**config.mk**
```make
export PLATFORM = sky130hd
export DESIGN_NAME = mc_main_control
export DESIGN_NICKNAME = d
export VERILOG_FILES = /design/src/rtl/mc_mips_pkg.sv /design/src/rtl/mc_perf_counters.sv /design/src/rtl/mc_main_control.sv
export SDC_FILE = /design/constraint.sdc
export NUM_CORES = 1
export LEC_CHECK = 0
export CAP_MARGIN = 5
export CORE_MARGIN = 2
export CORE_UTILIZATION = 43
export CTS_CLUSTER_DIAMETER = 40
export DETAILED_ROUTE_END_ITERATION = 12
export GPL_ROUTABILITY_DRIVEN = 0
export GPL_TIMING_DRIVEN = 1
export PLACE_DENSITY = 0.83
export SLEW_MARGIN = 5
export SYNTH_ARGS = -nofsm -noshare
export SYNTH_HDL_FRONTEND = slang
export SYNTH_HIERARCHICAL = 1
export SYNTH_SLANG_ARGS = --single-unit
```
**constraint.sdc**
```tcl
create_clock -name clk -period 4.4 [get_ports clk]
set_clock_uncertainty 0.15 [all_clocks]
set_input_delay 0.88 -clock clk [delete_from_list [all_inputs] [get_ports clk]]
set_output_delay 0.88 -clock clk [all_outputs]
set_load 0.02 [all_outputs]
```
**src/rtl/mc_mips_pkg.sv**
```systemverilog
// Shared definitions for the multi-cycle MIPS main control: FSM state type,
// opcode values, ALU operation class and datapath mux encodings.
package mc_mips_pkg;

    typedef enum logic [3:0] {
        ST_FETCH   = 4'd0,
        ST_DECODE  = 4'd1,
        ST_MEM_ADR = 4'd2,
        ST_MEM_RD  = 4'd3,
        ST_MEM_WB  = 4'd4,
        ST_MEM_WR  = 4'd5,
        ST_EXECUTE = 4'd6,
        ST_ALU_WB  = 4'd7,
        ST_BRANCH  = 4'd8,
        ST_ADDI_EX = 4'd9,
        ST_ADDI_WB = 4'd10,
        ST_JUMP    = 4'd11,
        ST_TRAP    = 4'd12,
        ST_HALT    = 4'd13
    } mc_state_e;

    localparam logic [5:0] OP_RTYPE = 6'b000000;
    localparam logic [5:0] OP_LW    = 6'b100011;
    localparam logic [5:0] OP_SW    = 6'b101011;
    localparam logic [5:0] OP_BEQ   = 6'b000100;
    localparam logic [5:0] OP_ADDI  = 6'b001000;
    localparam logic [5:0] OP_J     = 6'b000010;

    // Must stay identical to the encoding the ALU-control decoder consumes.
    localparam logic [1:0] ALU_OP_LW_SW  = 2'b00;
    localparam logic [1:0] ALU_OP_BRANCH = 2'b01;
    localparam logic [1:0] ALU_OP_RTYPE  = 2'b10;

    localparam logic [1:0] ALU_SRC_B_REG      = 2'b00;
    localparam logic [1:0] ALU_SRC_B_FOUR     = 2'b01;
    localparam logic [1:0] ALU_SRC_B_IMM      = 2'b10;
    localparam logic [1:0] ALU_SRC_B_IMM_SHL2 = 2'b11;

    localparam logic [1:0] PC_SRC_ALU     = 2'b00;
    localparam logic [1:0] PC_SRC_ALU_OUT = 2'b01;
    localparam logic [1:0] PC_SRC_JUMP    = 2'b10;

    typedef struct packed {
        logic       pc_write;
        logic       pc_write_cond;
        logic       i_or_d;
        logic       mem_read;
        logic       mem_write;
        logic       ir_write;
        logic       mem_to_reg;
        logic       reg_dst;
        logic       reg_write;
        logic       alu_src_a;
        logic [1:0] alu_src_b;
        logic [1:0] alu_op;
        logic [1:0] pc_source;
        logic       halted;
        logic       instr_done;
    } mc_ctrl_t;

    function automatic logic is_mem_op(input logic [5:0] op);
        return (op == OP_LW) || (op == OP_SW);
    endfunction

endpackage

```
**src/rtl/mc_perf_counters.sv**
```systemverilog
// Free-running cycle and retired-instruction counters for the main control;
// only instantiated when MC_PERF_CNT_EN is defined.
module mc_perf_counters (
    input  logic        clk,
    input  logic        rst,
    input  logic        halted,
    input  logic        instr_done,
    output logic [31:0] cycle_cnt,
    output logic [31:0] instr_cnt
);

    logic [1:0]       inc;
    logic [1:0][31:0] cnt_reg;
    logic [1:0][31:0] cnt_next;

    // Slot 0 counts active (non-halted) cycles, slot 1 retired instructions.
    assign inc = {instr_done, !halted};

    generate
        for (genvar gi = 0; gi < 2; gi++) begin : g_cnt
            assign cnt_next[gi] = inc[gi] ? cnt_reg[gi] + 32'd1 : cnt_reg[gi];
        end
    endgenerate

    always_ff @(posedge clk) begin
        if (rst) begin
            cnt_reg <= '0;
        end else begin
            cnt_reg <= cnt_next;
        end
    end

    assign cycle_cnt = cnt_reg[0];
    assign instr_cnt = cnt_reg[1];

endmodule

```
**src/rtl/mc_main_control.sv**
```systemverilog
// Main control FSM of the multi-cycle MIPS core (fetch/decode/execute/memory/writeback).
// Optional performance counters are enabled by defining MC_PERF_CNT_EN.
module mc_main_control
    import mc_mips_pkg::*;
#(
    parameter int RESET_STATE_HALT = 0
) (
    input  logic       clk,
    input  logic       rst,
    input  logic       start,
    input  logic [5:0] opcode,
    input  logic       undefined_instr,
    input  logic       mem_ready,
    output logic       pc_write,
    output logic       pc_write_cond,
    output logic       i_or_d,
    output logic       mem_read,
    output logic       mem_write,
    output logic       ir_write,
    output logic       mem_to_reg,
    output logic       reg_dst,
    output logic       reg_write,
    output logic       alu_src_a,
    output logic [1:0] alu_src_b,
    output logic [1:0] alu_op,
    output logic [1:0] pc_source,
    output logic       halted,
    output logic       instr_done
`ifdef MC_PERF_CNT_EN
    ,
    output logic [31:0] cycle_cnt,
    output logic [31:0] instr_cnt
`endif
);

    localparam mc_state_e RESET_STATE = (RESET_STATE_HALT != 0) ? ST_HALT : ST_FETCH;

    mc_state_e state_reg;
    mc_state_e state_next;
    mc_ctrl_t  ctrl;

    always_ff @(posedge clk) begin
        if (rst) begin
            state_reg <= RESET_STATE;
        end else begin
            state_reg <= state_next;
        end
    end

    always_comb begin
        state_next = ST_TRAP;
        case (state_reg)
            ST_FETCH:   state_next = mem_ready ? ST_DECODE : ST_FETCH;
            ST_DECODE: begin
                case (opcode)
                    OP_LW, OP_SW: state_next = ST_MEM_ADR;
                    OP_RTYPE:     state_next = ST_EXECUTE;
                    OP_BEQ:       state_next = ST_BRANCH;
                    OP_ADDI:      state_next = ST_ADDI_EX;
                    OP_J:         state_next = ST_JUMP;
                    default:      state_next = ST_TRAP;
                endcase
            end
            ST_MEM_ADR: begin
                if (!is_mem_op(opcode)) begin
                    state_next = ST_TRAP;
                end else if (opcode == OP_LW) begin
                    state_next = ST_MEM_RD;
                end else begin
                    state_next = ST_MEM_WR;
                end
            end
            ST_MEM_RD:  state_next = mem_ready ? ST_MEM_WB : ST_MEM_RD;
            ST_MEM_WB:  state_next = ST_FETCH;
            ST_MEM_WR:  state_next = mem_ready ? ST_FETCH : ST_MEM_WR;
            ST_EXECUTE: state_next = undefined_instr ? ST_TRAP : ST_ALU_WB;
            ST_ALU_WB:  state_next = ST_FETCH;
            ST_BRANCH:  state_next = ST_FETCH;
            ST_ADDI_EX: state_next = ST_ADDI_WB;
            ST_ADDI_WB: state_next = ST_FETCH;
            ST_JUMP:    state_next = ST_FETCH;
            ST_TRAP:    state_next = ST_TRAP;
            ST_HALT:    state_next = start ? ST_FETCH : ST_HALT;
            default:    state_next = ST_TRAP;
        endcase
    end

    // Outputs are forced to zero while rst is high so an access in flight never
    // produces a strobe in the reset cycle.
    always_comb begin
        ctrl = '0;
        if (!rst) begin
            case (state_reg)
                ST_FETCH: begin
                    ctrl.mem_read  = 1'b1;
                    ctrl.alu_src_b = ALU_SRC_B_FOUR;
                    ctrl.alu_op    = ALU_OP_LW_SW;
                    ctrl.pc_source = PC_SRC_ALU;
                    ctrl.ir_write  = mem_ready;
                    ctrl.pc_write  = mem_ready;
                end
                ST_DECODE: begin
                    ctrl.alu_src_b = ALU_SRC_B_IMM_SHL2;
                    ctrl.alu_op    = ALU_OP_LW_SW;
                end
                ST_MEM_ADR: begin
                    ctrl.alu_src_a = 1'b1;
                    ctrl.alu_src_b = ALU_SRC_B_IMM;
                    ctrl.alu_op    = ALU_OP_LW_SW;
                end
                ST_MEM_RD: begin
                    ctrl.mem_read = 1'b1;
                    ctrl.i_or_d   = 1'b1;
                end
                ST_MEM_WB: begin
                    ctrl.reg_write  = 1'b1;
                    ctrl.mem_to_reg = 1'b1;
                    ctrl.instr_done = 1'b1;
                end
                ST_MEM_WR: begin
                    ctrl.mem_write  = 1'b1;
                    ctrl.i_or_d     = 1'b1;
                    ctrl.instr_done = mem_ready;
                end
                ST_EXECUTE: begin
                    ctrl.alu_src_a = 1'b1;
                    ctrl.alu_src_b = ALU_SRC_B_REG;
                    ctrl.alu_op    = ALU_OP_RTYPE;
                end
                ST_ALU_WB: begin
                    ctrl.reg_write  = 1'b1;
                    ctrl.reg_dst    = 1'b1;
                    ctrl.instr_done = 1'b1;
                end
                ST_BRANCH: begin
                    ctrl.alu_src_a     = 1'b1;
                    ctrl.alu_src_b     = ALU_SRC_B_REG;
                    ctrl.alu_op        = ALU_OP_BRANCH;
                    ctrl.pc_write_cond = 1'b1;
                    ctrl.pc_source     = PC_SRC_ALU_OUT;
                    ctrl.instr_done    = 1'b1;
                end
                ST_ADDI_EX: begin
                    ctrl.alu_src_a = 1'b1;
                    ctrl.alu_src_b = ALU_SRC_B_IMM;
                    ctrl.alu_op    = ALU_OP_LW_SW;
                end
                ST_ADDI_WB: begin
                    ctrl.reg_write  = 1'b1;
                    ctrl.instr_done = 1'b1;
                end
                ST_JUMP: begin
                    ctrl.pc_write   = 1'b1;
                    ctrl.pc_source  = PC_SRC_JUMP;
                    ctrl.instr_done = 1'b1;
                end
                ST_TRAP, ST_HALT: begin
                    ctrl.halted = 1'b1;
                end
                default: begin
                    ctrl = '0;
                end
            endcase
        end
    end

    assign pc_write      = ctrl.pc_write;
    assign pc_write_cond = ctrl.pc_write_cond;
    assign i_or_d        = ctrl.i_or_d;
    assign mem_read      = ctrl.mem_read;
    assign mem_write     = ctrl.mem_write;
    assign ir_write      = ctrl.ir_write;
    assign mem_to_reg    = ctrl.mem_to_reg;
    assign reg_dst       = ctrl.reg_dst;
    assign reg_write     = ctrl.reg_write;
    assign alu_src_a     = ctrl.alu_src_a;
    assign alu_src_b     = ctrl.alu_src_b;
    assign alu_op        = ctrl.alu_op;
    assign pc_source     = ctrl.pc_source;
    assign halted        = ctrl.halted;
    assign instr_done    = ctrl.instr_done;

`ifdef MC_PERF_CNT_EN
    mc_perf_counters u_perf (
        .clk        (clk),
        .rst        (rst),
        .halted     (halted),
        .instr_done (instr_done),
        .cycle_cnt  (cycle_cnt),
        .instr_cnt  (instr_cnt)
    );
`endif

endmodule
```
# Yosys cells after proc, flatten, opt, wreduce, memory -nomap -nowiden
# Index checks and enable logic that the tools add are counted.
totals:
  regBits: 4
  latch_bits: 0
  ram_bits: 0
  romBits: 0
  inputBits: 11
  mem_count: 0
op_classes:
  n_addsub: 0
  multipliers: 0
  div: 0
  magnitude_cmp: 0
  n_eq_ne: 18
  shifts: 0
  muxes: 24
  bitwise: 0
  n_reduce_logical: 11
op_table:
  columns: ["operator", "n"]
  rows:
  - ["4-bit case mux with 5 select lines", 2]
  - ["4-bit case mux with 9 select lines", 1]
  - ["4-bit == test (second input constant)", 6]
  - ["18-bit two-way mux", 1]
  - ["4-bit by 3-bit == test with 1-bit output (second input constant)", 4]
  - ["6-bit == test (second input constant)", 2]
  - ["4-bit two-way mux", 3]
  - ["1-bit two-way mux", 11]
  - ["2-bit OR reduction", 5]
  - ["3-bit two-way mux", 3]
  - ["4-bit by 2-bit == test with 1-bit output (second input constant)", 2]
  - ["6-bit by 2-bit == test with 1-bit output (second input constant)", 1]
  - ["6-bit by 3-bit == test with 1-bit output (second input constant)", 1]
  - ["6-bit by 4-bit == test with 1-bit output (second input constant)", 1]
  - ["6-bit logical NOT", 1]
  - ["5-bit OR reduction", 1]
  - ["4-bit by 1-bit == test with 1-bit output (second input constant)", 1]
  - ["4-bit logical NOT", 1]
  - ["1-bit case mux with 2 select lines", 2]
  - ["2-bit case mux with 2 select lines", 1]
  - ["4-bit OR reduction", 1]
  - ["3-bit OR reduction", 1]
  - ["1-bit logical OR", 1]

# Logic depth before layout (Yosys ltp)
# Gate-level depths: netlist (run 1).
depth:
  word_depth: 4
  depth_mapped: 6
  mapped_depth_nobuf: 4

# Worst setup path before layout (run 1)
# OpenSTA, ideal clock, no wires.
synth_timing:
  path_kind: "input port to output port"
  startpoint: "in rst"
  endpoint: "out pc_write"
  arrival_time_ps: 2124
  path_slack_ps: 1246
  cell_stages: 3
  n_path_buf: 0
  path_cell_list: "nor4_1 and2_1 or2_2"
synth_via:
  elab_chain_len: 1
synth_lines:
  columns: ["element", "line", "rtl"]
  rows:
  - ["start: declaration", "mc_main_control.sv:9", "input logic rst,"]
  - ["18-bit two-way mux", "mc_main_control.sv:92", "if (!rst) begin"]
  - ["end: declaration", "mc_main_control.sv:14", "output logic pc_write,"]
# No other way between the ends.

# Worst setup path after layout (run 1)
layout_timing:
  startpoint: "in rst"
  endpoint: "out mem_to_reg"
layout_via:
  elab_chain_len: 1
layout_lines:
  columns: ["element", "line", "rtl"]
  rows:
  - ["18-bit two-way mux", "mc_main_control.sv:92", null]
  - ["end: declaration", "mc_main_control.sv:20", "output logic mem_to_reg,"]
# No other way between the ends.

==> results, run 1 <==
- The TritonCTS clock tree is yes.
- Counting tap cells, the placed design contains a total of 131 instances.
- The post-route minimum period is 3752 ps.
- The net count of the mapped netlist is roughly 110.
- CTS placed an instance of clkbuf_4 at the clock tree root.
- In the post-synthesis netlist, the biggest area contributors are dfxtp_1 (13%), nand2b_1 (6.9%), nor2_1 (6.5%), nor2b_1 (4.9%), a21oi_1 (4.7%).
- The post-detailed-route DRC marker count is 0.
- The required time of the worst setup path is approximately 3400 ps.
- For this design the top-level I/O count stands at 29.
- A synthesized cell averages 6.527 um^2.
- After clock tree synthesis, the flow added hold-fix buffers numbering 0.
- The post-detailed-route wirelength per cell is between 10 and 15 um.
- After the last flow step, the layout net total stands at 132.
- Synthesis produced 97 cells.
- The worst hold path belongs to the class reg -> reg.
- The estimated wirelength of the detail-placed design is approximately 1400 um.
- The summed instance area of the synthesized netlist is around 630 um^2.
- The element type at the critical path start is an input port.
- The floorplan die height is 42.37 um.
- The leakage component of the power is 0.2898 nW.
- The fraction of final layout cells sized beyond drive strength 1 is 7.563%.
- The most frequently used flop master after synthesis is dfxtp_1.
- The detailed router's first-iteration violation count is 38.
- The aggregate global-route resource usage is 23.39%.
- Max-cap violations in this run came to 0.
- The count of final hold-check violations is 0.
- The worst vdd rail ir drop is a little over 0.00009 V.
- In this run the most critical hold path is launched from state_reg[2].
- The number of instances resized during post-cts repair is 0.
- Setup repair after global routing left no endpoint under its margin.
- The upper clock frequency limit is around 0.27 GHz.
- The final antenna diode count is 0.
- The element type at the critical path end is an output pin.
- The overall overflow remaining after global route is 0.
- The synthesized design contains 4 register bits.
- At the pin with the least slew margin, the transition time is roughly 700 ps.
- After synthesis, the netlist uses 37 different library cells.
- The startpoint of the lowest-slack register-to-register path is state_reg[1].
- The overall die width is approximately 42 um.
- The number of clock sinks seen by CTS is 4.
- The floorplan step defined a core boundary enclosing roughly 1300 um^2.
- The first global-routing pass estimated between 3000 and 4000 um of wire.
- The setup path with the least slack is of type in -> out.
- The die area is between 1500 and 2000 um^2.
- The total design power is between 0.15 and 0.2 mW.
- Summed over all layers, the routed wires come to approximately 1900 um.
- The share of synthesized registers carrying an async set or reset is 0%.
- The Yosys step of the flow raised 6 warnings.
- Clock-pin slew was measured on the worst setup and hold paths at roughly 30 ps.
- Counting along the longest clock path gives a buffer depth of 2.
- Of all cell types, the one taking the most synthesized area is dfxtp_1.
- For this run, the share of the core covered by cells in the final layout is 68.67%.
- Row generation in the floorplan step produced 13 rows.
- The latest clock arrival within the worst-skew pair is approximately 230 ps.
- In this run the biggest area consumer among cell types represents 12.65% of the synthesized area.
- Adding up every negative setup slack in the final design gives 0 ps.
- The post-CTS setup buffer count is 0.
- In the finished design, the share of the clock period the worst path needs comes to approximately 85%.
- The via count of the first global-routing pass is 720.
- After the flow finishes, the layout carries non-filler instances totaling between 100 and 150.
- Measured against its own limit, the worst slew margin works out to between 50% and 60%.
- The max-slew violation total from the final report was 0.
- The routed layout has between 700 and 800 vias.
- The run finished with clean final reports.
- Entering global routing, the biggest net connects 23 pins.
- Yosys mapped a number of flops with a built-in enable equal to 0.
- The beginning of the critical path is rst.
- For this configuration, the core starts out at a cell density of 47.47%.
- The total power divided by cell area is between 150 and 200 nW/um^2.
- The count of endpoints failing setup in the final report is 0.
- The number of CTS-inserted buffers is 3.
- The share of the Yosys chip area taken by registers is about 13%.
- The number of antenna violations at the first check in global routing is 0.
- The minimum hold slack is 733.5 ps.
- In this run the worst path has a maximum fanout of 7.
- Using the TritonRoute via totals, the vias-per-cell ratio works out to roughly 6.
- Buffers placed on the I/O ports in this run total 28.
- The area overhead of the layout relative to synthesis is 44.66%.
- The detail route stage leaves a number of antenna-violating nets equal to 0.
- The flip-flop count of the largest register after layout is 4.
- Across all register-to-register paths, the minimum setup slack is around 2500 ps.
- The worst endpoint data arrival time is 2720 ps.
- In this run the number of H-tree levels came out at 1.
- The number of detailed-routing iterations run before antenna repair is 4.
-- final cells by class --
class	instances	area (um^2)
clock buffer	3	22.52
fill	132	417.9
multi-input combinational	83	506.7
sequential	4	80.08
tap	15	18.77
timing repair buffer	29	287.8
-- worst max-delay path, cell delays in order --
cell and delay [ps]:
clkdlybuf4s50_1 520, or3b_2 540, nor3_1 150, clkdlybuf4s50_1 630
-- Yosys cell counts, types with 2 or more instances --
master,instances
clkbuf_1,3
nand2b_1,7
dfxtp_1,4
nand2_1,7
o21a_1,4
a21oi_1,6
buf_2,4
o21ai_0,4
or3b_2,2
nand3_1,3
nor2b_1,5
nor2_1,11
nor4_1,3
nand3b_1,2
a31oi_1,3
nor3b_1,2
buf_1,2
nor3_1,6
-- through the flow --
stage,cell area [um^2],setup WS [ps]
floorplan,633.1,1246
global placement,893.4,682.0
detailed placement,893.4,654.3
CTS,915.9,643.4
global route,915.9,533.9
finish,915.9,648.1
-- power by group --
group	total [mW]	internal, mW	switching (mW)
sequential	0.0520	0.0391	0.0129
clock	0.0432	0.0304	0.0129
combinational	0.0763	0.0389	0.0374
-- worst paths after layout --
kind,depth (start not counted),endpoint
worst min-delay path,2,state_reg[3]
worst max register to register,4,state_reg[1]
worst max-delay path,4,mem_to_reg
worst min register to register,2,state_reg[3]
-- metal layers --
layer	GRT usage [%]	vias to the layer above	part of all wire [%]
met4	3.750	0	0
met5	0	-	0
met1	31.54	361	46
met3	3.448	0	5.7
li1	-	402	-
met2	39.69	25	48
-- cell families after synthesis --
family / after synthesis / share of synthesized area [%]
and+or+nand+nor: 55 / 48.62
AOI/OAI and AO/OA: 26 / 28.66
buffers and inverters: 10 / 7.313
DFF: 4 / 12.65
xor gates and xnor gates: 2 / 2.767
-- cell usage in the layout, fill, tap and decap left out, types with 4 or more instances in the layout --
master / Yosys / layout
nor2_1: 11 / 11
nor3_1: 6 / 6
o21a_1: 4 / 4
nor2b_1: 5 / 5
nand2b_1: 7 / 7
nand2_1: 7 / 7
a21oi_1: 6 / 6
o21ai_0: 4 / 4
dfxtp_1: 4 / 4
clkdlybuf4s50_1: 0 / 28
No activity file was read; power rests on OpenSTA's default activity.
==> inputs of run 2 (changes only) <==
--- a/config.mk
+++ b/config.mk
@@ -7,12 +7,12 @@
 export LEC_CHECK = 0
 export CAP_MARGIN = 5
 export CORE_MARGIN = 2
-export CORE_UTILIZATION = 43
+export CORE_UTILIZATION = 40
 export CTS_CLUSTER_DIAMETER = 40
 export DETAILED_ROUTE_END_ITERATION = 12
 export GPL_ROUTABILITY_DRIVEN = 0
 export GPL_TIMING_DRIVEN = 1
-export PLACE_DENSITY = 0.83
+export PLACE_DENSITY = 0.78
 export SLEW_MARGIN = 5
 export SYNTH_ARGS = -nofsm -noshare
 export SYNTH_HDL_FRONTEND = slang
==> constraint.sdc (replaced) <==
create_clock -name clk -period 4.11 [get_ports clk]
set_clock_uncertainty 0.15 [all_clocks]
set_input_delay 0.822 -clock clk [delete_from_list [all_inputs] [get_ports clk]]
set_output_delay 0.822 -clock clk [all_outputs]
set_load 0.02 [all_outputs]
==> run 2 against run 1 <==
Against the previous run:
- power rose by 7.3%
- wire length fell by 4.8%
- sequential share of layout area barely moved
- final cell count is 0.75% higher
- utilization fell by 7.1 points
- critical endpoint unchanged
- highest routed layer unchanged
==> results, run 2 (synthesis gave the netlist of run 1 again) <==
- The overall die width was 43.79 um (+3.3%).
- The final antenna diode count came to 0 (unchanged).
- The register-to-register setup slack is 2230 ps (-260 ps).
- The path category of the worst min-delay check is reg -> reg.
- The max-slew violation total from the final report is 0 (unchanged).
- The number of instances resized during post-cts repair is 0 (unchanged).
- The number of violations of the max-capacitance limit is 0 (unchanged).
- The minimum hold slack is 708.9 ps (-24.59 ps).
- The initial standard-cell utilization of the core was 42.52% (-4.9 points).
- The estimated wirelength of the detail-placed design was 1293 um (-7.2%).
- The worst endpoint data arrival time is 2590 ps (-130 ps).
- The finished layout cell area is 917.1 um^2 (+0.14%).
- The floorplan die height is 43.79 um (+3.3%).
- The total number of placement rows was 14 (+1).
- The total detailed-routing wirelength came to 1799 um (-4.8%).
- The overall overflow remaining after global route came to 0 (unchanged).
- For hold timing, the worst endpoint is state_reg[0].
- The post-detailed-route DRC marker count is 0 (unchanged).
- The max-slew headroom at the worst pin came to 53.19% (-0.057 points).
- The number of clock sinks seen by CTS was 4 (unchanged).
- The number of placed I/O pins is 29 (unchanged).
- The number of fill cells in the layout came to 152 (+15%).
- The post-detailed-route wirelength per cell was 13.33 um (-5.5%).
- The maximum number of pins on one net before global-route repair is 23 (unchanged).
- The flip-flop count of the largest register after layout came to 4 (unchanged).
- The number of CTS-inserted buffers is 3 (unchanged).
- The post-CTS setup buffer count is 0 (unchanged).
- Relative to the synthesized area, the layout overhead comes to 44.86%.
- The worst vdd rail ir drop is 0.00009331 V (+0.48%).
- The fraction of final layout cells sized beyond drive strength 1 is 7.563% (unchanged).
- The leakage component of the power is 0.2898 nW (unchanged).
- The required time of the worst setup path was 3140 ps (-230 ps).
- The count of final hold-check violations is 0 (unchanged).
- The total placed cells including tap cells is 132 (+0.76%).
- The number of H-tree levels is 1 (unchanged).
- The met2 track utilization from global routing was 30.59% (-9.1 points).
- The die area is 1917 um^2 (+6.8%).
- The via count of the first global-routing pass is 640 (-11%).
- The total core area is 1489 um^2 (+12%).
- The critical path class is in -> out.
- The final standard cell count with taps included and fillers excluded came to 135 (+0.75%).
- The largest buffer count on any clock path is 2 (unchanged).
- The instance area after placement is 894.6 um^2 (+0.14%).
- The leading cell type in the layout, fill and taps excluded is clkdlybuf4s50_1.
- The number of port buffers came to 28 (unchanged).
- The post-detailed-route count of antenna-violating nets is 0 (unchanged).
- Setup repair after global routing left no endpoint under its margin.
- The fraction of the core area covered by cells at the end of the flow is 61.60% (-7.1 points).
- The number of instances on the worst hold path is 2 (unchanged).
- The library cells used most frequently in the layout, excluding fill and tap cells, are clkdlybuf4s50_1 (28), nor2_1 (11), nand2b_1 (7), nand2_1 (7).
- The met1 global-route usage is 28.75% (-2.8 points).
- The pin slew with the least headroom to its limit is 701.2 ps (+0.8619 ps).
- The post-route minimum period is 3557 ps.
- The count of endpoints failing setup in the final report came to 0 (unchanged).
- The hold buffer count at CTS is 0 (unchanged).
- The average vias per placed instance is 6.037 (+2.7%).
- The origin of the worst min-delay path is state_reg[1].
- The run finished with clean final reports.
- The total power divided by cell area was 200.7 nW/um^2 (+7.2%).
- The latest clock arrival within the worst-skew pair was 230 ps (about the same).
- The final critical path takes up between 80% and 90% of the cycle.
- TritonCTS built the clock tree.
- The detailed router's first-iteration violation count came to 29 (-24%).
- The maximum fanout along the worst path is 4 (-3).
- The pre-CTS worst setup slack came to 551.9 ps (-102.4 ps).
- The number of detailed-routing iterations run before antenna repair is 4 (unchanged).
- The worst setup slack after layout came to 552.5 ps (-95.60 ps).
- The number of antenna violations at the first check in global routing is 0 (unchanged).
- The clock-pin slew on the worst setup and hold paths came to 30 ps (about the same).
- The cell depth of the worst flop-to-flop path came to 4 (unchanged).
- The met3 global-route usage is 3.750% (+0.30 points).
- The global-route wire length before repair is 2925 um (-13%).
- The number of vias in the routed layout was 815 (+3.4%).
- In this run the critical register-to-register path is launched from state_reg[1].
- The element type at the critical path end is an output pin.
- The aggregate global-route resource usage came to 19.83% (-3.6 points).
- The upper clock frequency limit is ~0.28 GHz.
- The total design power came to 0.1841 mW (+7.3%).
- The element type at the critical path start is an input port.
- The beginning of the critical path is rst.
- The number of nets in the final layout is 132 (unchanged).
- The sum of negative setup slack came to 0 ps (unchanged).
- The endpoint identified for the worst register-to-register timing path is state_reg[1].
- The clock tree root buffer cell is clkbuf_4.
- In this run the most used layer during global routing was met2.
## run 2: cell counts in the layout (fill, tap and decap cells not counted)
No cell type changed its count.
## run 2: how the worst max path moves through the flow
stage	cells past startpoint	slack [ps]	end
6_report	4	550	mem_to_reg
5_1_grt	4	490	mem_to_reg
4_1_cts	4	550	mem_to_reg
3_5_place_dp	4	550	mem_to_reg
3_3_place_gp	4	590	mem_to_reg
2_1_floorplan	3	1070	pc_write
## run 2: routing by layer
metal	up-vias	wire length (um)
met1	386	877
met4	0	0
met2	26	822
met5	-	0
met3	0	98
li1	403	-
## run 2: layout make-up
class                           instances  area [um^2]  share of cell area [%]
Multi-Input combinational cell         83        506.7                   55.25
Timing Repair Buffer                   29        287.8                   31.38
Sequential cell                         4        80.08                   8.731
Clock buffer                            3        22.52                   2.456
Tap cell                               16        20.02                   2.183
## run 2: power by group
group / leakage, nW / switching, mW / internal [mW]
combinational: 0.243 / 0.0396 / 0.0416
sequential: 0.0327 / 0.0138 / 0.0418
clock: 0.0138 / 0.0147 / 0.0326
## run 2: worst max-delay path: stages
cell	delay, ps
clkdlybuf4s50_1	470
or3b_2	510
nor3_1	160
clkdlybuf4s50_1	630
==> inputs of run 3 (changes only) <==
--- a/config.mk
+++ b/config.mk
@@ -5,15 +5,13 @@
 export SDC_FILE = /design/constraint.sdc
 export NUM_CORES = 1
 export LEC_CHECK = 0
-export CAP_MARGIN = 5
 export CORE_MARGIN = 2
-export CORE_UTILIZATION = 40
+export CORE_UTILIZATION = 43
 export CTS_CLUSTER_DIAMETER = 40
 export DETAILED_ROUTE_END_ITERATION = 12
 export GPL_ROUTABILITY_DRIVEN = 0
 export GPL_TIMING_DRIVEN = 1
-export PLACE_DENSITY = 0.78
-export SLEW_MARGIN = 5
+export PLACE_DENSITY = 0.83
 export SYNTH_ARGS = -nofsm -noshare
 export SYNTH_HDL_FRONTEND = slang
 export SYNTH_HIERARCHICAL = 1
==> constraint.sdc (replaced) <==
create_clock -name clk -period 4.1 [get_ports clk]
set_clock_uncertainty 0.15 [all_clocks]
set_input_delay 0.82 -clock clk [delete_from_list [all_inputs] [get_ports clk]]
set_output_delay 0.82 -clock clk [all_outputs]
set_load 0.02 [all_outputs]
==> results of run 3 <==
The final DEF is identical to that of run 1. Status: finished, final reports clean.
Among the figures that moved: setup slack after placement 654.3 ps -> 474.3 ps; setup slack after layout 648.1 ps -> 468.1 ps; register-to-register setup slack 2490 ps -> 2190 ps; total power 0.1715 mW -> 0.1840 mW; worst IR drop on VDD 0.00009286 V -> 0.00009965 V
